**src/rtl/lsu_pkg.sv**
```systemverilog
// Shared definitions for the load/store unit: access size codes, FSM states,
// and the big-endian lane helpers used for load extraction and store merging.
package lsu_pkg;

  localparam logic [1:0] SZ_BYTE = 2'b00;
  localparam logic [1:0] SZ_HALF = 2'b01;
  localparam logic [1:0] SZ_WORD = 2'b10;

  typedef enum logic [2:0] {
    IDLE,
    RD,
    CAP,
    WR,
    RESP
  } lsu_state_t;

  // Right-shift that brings the addressed lane down to bit 0. Lanes are
  // big-endian, so byte offset 0 lives in the top byte of the word.
  function automatic logic [4:0] lane_shift(input logic [1:0] size,
                                            input logic [1:0] offset);
    logic [4:0] sh;
    sh = 5'd0;
    case (size)
      SZ_BYTE: sh = {~offset, 3'b000};
      SZ_HALF: sh = offset[1] ? 5'd0 : 5'd16;
      default: sh = 5'd0;
    endcase
    return sh;
  endfunction

  // Pull the addressed lane out of a memory word and extend it to 32 bits.
  function automatic logic [31:0] lane_extract(input logic [31:0] word,
                                               input logic [1:0]  size,
                                               input logic [1:0]  offset,
                                               input logic        is_unsigned);
    logic [31:0] shifted;
    logic [31:0] result;
    shifted = word >> lane_shift(size, offset);
    case (size)
      SZ_BYTE: result = {{24{shifted[7] & ~is_unsigned}}, shifted[7:0]};
      SZ_HALF: result = {{16{shifted[15] & ~is_unsigned}}, shifted[15:0]};
      default: result = word;
    endcase
    return result;
  endfunction

  // Replace only the addressed lane of the read word with the new data; the
  // remaining bytes are written back exactly as they were read.
  function automatic logic [31:0] lane_merge(input logic [31:0] word,
                                             input logic [31:0] data,
                                             input logic [1:0]  size,
                                             input logic [1:0]  offset);
    logic [31:0] mask;
    logic [4:0]  sh;
    sh = lane_shift(size, offset);
    case (size)
      SZ_BYTE: mask = 32'h0000_00FF << sh;
      SZ_HALF: mask = 32'h0000_FFFF << sh;
      default: mask = 32'hFFFF_FFFF;
    endcase
    return (word & ~mask) | ((data << sh) & mask);
  endfunction

endpackage

```
**src/rtl/lsu_lane_align.sv**
```systemverilog
// Combinational lane steering: extract+extend for loads, lane merge for
// sub-word stores. Fed with the word captured from memory in CAP.
module lsu_lane_align
  import lsu_pkg::*;
(
  input  logic [31:0] rd_word,
  input  logic [31:0] store_data,
  input  logic [1:0]  size,
  input  logic [1:0]  offset,
  input  logic        is_unsigned,
  output logic [31:0] load_word,
  output logic [31:0] merge_word
);

  // Both results are always computed; the FSM picks the one it needs.
  always_comb begin
    load_word  = lane_extract(rd_word, size, offset, is_unsigned);
    merge_word = lane_merge(rd_word, store_data, size, offset);
  end

endmodule

```
**src/rtl/load_store_unit.sv**
```systemverilog
// Data-memory initiator: sequences one load/store at a time into a
// word-wide synchronous memory, with sub-word loads and read-modify-write
// sub-word stores. Faulting requests respond without touching memory.
module load_store_unit
  import lsu_pkg::*;
#(
  parameter int MEM_BYTES = 1001
) (
  input  logic        clk,
  input  logic        rst_n,
  input  logic        reqValid,
  output logic        reqReady,
  input  logic        reqWrite,
  input  logic [1:0]  reqSize,
  input  logic        reqUnsigned,
  input  logic [31:0] reqAddress,
  input  logic [31:0] reqStoreData,
  output logic        respValid,
  output logic [31:0] loadData,
  output logic        misaligned,
  output logic        outOfRange,
  output logic        memRead,
  output logic        memWrite,
  output logic [31:0] memAddress,
  output logic [31:0] memWriteData,
  input  logic [31:0] memReadData
);

  lsu_state_t  state, next_state;

  logic        op_write;
  logic [1:0]  op_size;
  logic        op_unsigned;
  logic [1:0]  op_offset;
  logic [31:0] op_store_data;
  logic        mis_flag;
  logic        oor_flag;

  logic [31:0] word_base;
  logic        req_mis;
  logic        req_oor;
  logic        req_fault;
  logic        word_store;
  logic        accept;
  logic [31:0] load_word;
  logic [31:0] merge_word;

  assign word_base  = {reqAddress[31:2], 2'b00};
  assign req_mis    = (reqSize == 2'b11) ||
                      ((reqSize == SZ_HALF) && reqAddress[0]) ||
                      ((reqSize == SZ_WORD) && (reqAddress[1:0] != 2'b00));
  // 33-bit sum so a base near 2^32 cannot wrap back into range.
  assign req_oor    = ({1'b0, word_base} + 33'd3) >= 33'(MEM_BYTES);
  assign req_fault  = req_mis || req_oor;
  assign word_store = reqWrite && (reqSize == SZ_WORD);
  assign accept     = reqValid && (state == IDLE);

  assign misaligned = mis_flag;
  assign outOfRange = oor_flag;

  lsu_lane_align u_align (
    .rd_word     (memReadData),
    .store_data  (op_store_data),
    .size        (op_size),
    .offset      (op_offset),
    .is_unsigned (op_unsigned),
    .load_word   (load_word),
    .merge_word  (merge_word)
  );

  // State register; reset returns to IDLE immediately, dropping any strobe.
  always_ff @(posedge clk or negedge rst_n) begin
    if (!rst_n) state <= IDLE;
    else        state <= next_state;
  end

  // Next-state decode; strobes and handshake are pure decodes of the state
  // register, so each is high for exactly the one cycle spent in its state.
  always_comb begin
    next_state = state;
    reqReady   = 1'b0;
    respValid  = 1'b0;
    memRead    = 1'b0;
    memWrite   = 1'b0;
    case (state)
      IDLE: begin
        reqReady = 1'b1;
        if (reqValid) begin
          if (req_fault)       next_state = RESP;
          else if (word_store) next_state = WR;
          else                 next_state = RD;
        end
      end
      RD: begin
        memRead    = 1'b1;
        next_state = CAP;
      end
      CAP:     next_state = op_write ? WR : RESP;
      WR: begin
        memWrite   = 1'b1;
        next_state = RESP;
      end
      RESP: begin
        respValid  = 1'b1;
        next_state = IDLE;
      end
      default: next_state = IDLE;
    endcase
  end

  // Request latching, fault flags and the address/data/result registers.
  always_ff @(posedge clk or negedge rst_n) begin
    if (!rst_n) begin
      op_write      <= 1'b0;
      op_size       <= SZ_BYTE;
      op_unsigned   <= 1'b0;
      op_offset     <= 2'b00;
      op_store_data <= 32'h0;
      mis_flag      <= 1'b0;
      oor_flag      <= 1'b0;
      loadData      <= 32'h0;
      memAddress    <= 32'h0;
      memWriteData  <= 32'h0;
    end else begin
      case (state)
        IDLE: if (accept) begin
          op_write      <= reqWrite;
          op_size       <= reqSize;
          op_unsigned   <= reqUnsigned;
          op_offset     <= reqAddress[1:0];
          op_store_data <= reqStoreData;
          mis_flag      <= req_mis;
          oor_flag      <= req_oor && !req_mis;
          loadData      <= 32'h0;
          if (!req_fault) memAddress <= word_base;
          if (!req_fault && word_store) memWriteData <= reqStoreData;
        end
        CAP: begin
          if (op_write) memWriteData <= merge_word;
          else          loadData     <= load_word;
        end
        RESP: begin
          mis_flag <= 1'b0;
          oor_flag <= 1'b0;
        end
        default: ;
      endcase
    end
  end

endmodule

```
**config.mk**
```make
export PLATFORM = sky130hd
export DESIGN_NAME = load_store_unit
export DESIGN_NICKNAME = d
export VERILOG_FILES = /design/src/rtl/lsu_pkg.sv /design/src/rtl/lsu_lane_align.sv /design/src/rtl/load_store_unit.sv
export SDC_FILE = /design/constraint.sdc
export NUM_CORES = 1
export LEC_CHECK = 0
export ABC_AREA = 1
export CORE_MARGIN = 2
export CORE_UTILIZATION = 48
export CTS_CLUSTER_SIZE = 40
export DETAILED_ROUTE_END_ITERATION = 8
export PLACE_DENSITY = 0.8
export SLEW_MARGIN = 10
export SYNTH_ARGS = -nofsm -noshare
export SYNTH_HDL_FRONTEND = slang
export SYNTH_SLANG_ARGS = --single-unit
```
**constraint.sdc**
```tcl
create_clock -name clk -period 1.9 [get_ports clk]
set_input_delay 0.38 -clock clk [delete_from_list [all_inputs] [get_ports clk]]
set_output_delay 0.38 -clock clk [all_outputs]
set_load 0.005 [all_outputs]
```
==> flow_summary.yaml, run 1 <==
detailed_routing:
  vias: 7518
  detailedRoute.firstIterationViolations: 631
  first_pass_iters: 5
  wirelength_um: 23300
  drt.antenna.violating_nets: 0
  via_per_inst: 5.26
  route.detailed.drc: 0
  post_drt_wl_per_cell_um: 16.3
global_route:
  grt_pass1_vias: 7097
  grt_max_degree: 49
  globalRouteTotalUtil_pct: 29.3
  grt_pass1_wl_um: 36800
  grt_antenna_before_repair: 1
  grt-ovfl-total: 0
critical_path:
  crit_chain: "nor2_1 > nand2_1 > inv_2 > dlygate4sd2_1"
  rr_endpoint: "memWriteData[22]"
  cpPeakStageDelay_ps: 440
  crit_family: "flip-flops"
  r2r_slack_ps: 110
  worstPathRequired_ps: 1520
  cp_max_fo: 6
  cp_slowest_cell: "dfrtp_2"
  crit_buf_inv: 2
  reg2reg_from: "op_size[1]"
  r2r_cells: 9
  endpoint_kind: "primary output"
  crit_start: "state[1]"
  startpoint_type: "register"
  crit_type: "reg -> out"
  cp.arrival_ps: 1440
clock_network:
  cts_buffer_depth: 2
  numCtsBuffers: 17
  clk_pin_slew_ps: 60
  cts_tree: "built"
  cts-root-buf: "clkbuf_16"
  h-tree-depth: 4
  cts_sinks: 137
  clk_latency_ps: 430
run_status:
  status: "completed"
sta:
  setup_slack_ps: 83.6
  finalSetupViolations: 0
  holdWs_ps: 428
  post-route-period-util_pct: 95.6
  finalClockSkew_ps: 10.6
  fmax_mhz: 551
  period_needed_ps: 1820
  rsz0062_at_grt: "yes"
  drv_slew: 0
  hold_viol: 0
cells_and_area:
  final_area_sq_um: 10400
  syn_to_final_growth_pct: 43.7
  nNetsFinal: 1333
  layout-drive-gt1-share_pct: 8.93
  post-route-util_pct: 71.0
synth:
  ys_top_cells_by_area: "dfrtp_1 (48%), nand2_1 (20%), nand3_1 (8.3%)"
  synthCells: 1012
  synth_largest_area_cell: "dfrtp_1"
  synthArstFlopShare_pct: 100
  synth-edff-count: 0
  yosysUniqueCellTypes: 27
  mappedNetlistArea_sq_um: 7200
  synth_top_area_share_pct: 47.6
  synth_seq_cells: 137
  ys_warn_count: 0
  netlist_top_cells_count: "nand2_1 (377), dfrtp_1 (137), nand3_1 (120)"
  synth.most_common_cell: "nand2_1"
  ys_seq_area_share_pct: 47.6
  syn_area_per_cell_sq_um: 7.12
  synth_ff_type: "dfrtp_1"
power:
  leakage_nw: 5.30
  p_per_area_nw_per_um2: 1330
  peakVddDrop_v: 0.000775
place:
  dp_hpwl_um: 16700
  place_ws_ps: -275
  port_buffers: 202
  place.gp.congestion: 0.954
  postPlaceCellArea_sq_um: 9650
flow_run:
  drv_cap: 0
floorplanning:
  die_y_um: 126
  io_pins: 205
  row_count: 44
  initial_utilization_pct: 49.4
  core_area_sq_um: 14600
  dieArea_sq_um: 16000
  die_w_um: 126
min_path:
  hp-class: "in -> async"
==> flip-flops by register name, summed over array words and instances (netlist names) <==
register,count
memAddress,30
outOfRange,1
op_store_data,32
memWriteData,32
misaligned,1
op_size,2
op_offset,2
op_unsigned,1
state,3
op_write,1
loadData,32
==> final cells by class <==
type	count	area (sq um)
clock buffers	22	494
well taps	184	230
flip-flops and latches	137	3430
repair buffers	252	2500
fillers	1156	4240
multi-input cells	715	3180
clock inverters	10	115
inverters	107	404
diodes	1	2.50
==> where the power goes <==
group	total, mW	switching [mW]	internal [mW]	leakage, nW
clock	3.41	1.31	2.10	0.295
combinational	6.19	3.74	2.45	3.21
sequential	4.12	0.454	3.67	1.80
==> placed cells by master (no fill, tap or decap), drive strengths merged, types with 3 or more instances in the layout <==
cell type,netlist,layout
o211ai,3,3
clkbuf,25,22
nor3,6,6
inv,106,107
clkinvlp,0,3
buf,30,50
nor2,41,41
dfrtp,137,137
o21ai,64,64
nand2,382,382
nand3,123,124
clkinv,1,5
clkdlybuf4s50,0,197
dlygate4sd2,0,4
a21oi,91,91
==> metal layers <==
metal / up-vias / track usage (%) / wire, um
met5: - / 0 / 0
met4: 0 / 9.83 / 489
met1: 3465 / 39.0 / 9690
met3: 38 / 7.97 / 2200
li1: 3646 / - / -
met2: 369 / 46.8 / 11000
==> stage by stage <==
stage	TNS, ps	power (mW)	instances
final	0	13.7	1428
after global routing	-9.79	14.6	1427
after CTS	0	13.5	1424
after detailed placement	-14680	10.1	1391
after global placement	-12550	9.93	1391
after floorplan	0	7.78	1013
==> logic make-up (layout without fill, tap and decap cells) <==
group / count (synthesis) / count (layout) / synth area share [%]
DFF: 137 / 137 / 47.6
AOI/OAI and AO/OA: 159 / 159 / 11.3
and+or+nand+nor: 553 / 554 / 31.9
other: 1 / 3 / 0.0521
buffers and inverters: 162 / 391 / 9.16
==> worst max path at each step <==
stage | endpoint | slack (ps) | cells past startpoint
finish | reqReady | 80 | 4
detailed placement | memAddress[26] | -280 | 10
global placement | memAddress[25] | -210 | 10
floorplan | memWriteData[10] | 340 | 9
CTS | memAddress[26] | 30 | 9
global route | memWriteData[3] | -5 | 11
==> worst register-to-register path, stage by stage, from the launching register on <==
cell	delay, ps
dfrtp_2	470
nor2_4	210
nand2_8	150
nand2_2	240
nand2_1	100
o211ai_1	180
nand2_1	140
inv_1	90
nand3_1	70
nand2_1	70
==> timing repair <==
item | 4_1_cts | 5_1_grt
cloned | 0 | 1
pin swaps | 0 | 3
gates resized for setup | 8 | 13
endpoints found under the setup margin | 4 | 84
endpoints found under the hold margin | 37 | 0
setup buffers | 0 | 2
hold buffers | 1 | 0
Power figures use the tool's default switching activity.
==> run 2: changes to the inputs <==
Settings changed: SLEW_MARGIN 10 to 25.
==> results of run 2 <==
Final layout, timing and power as in run 1 (identical DEF).
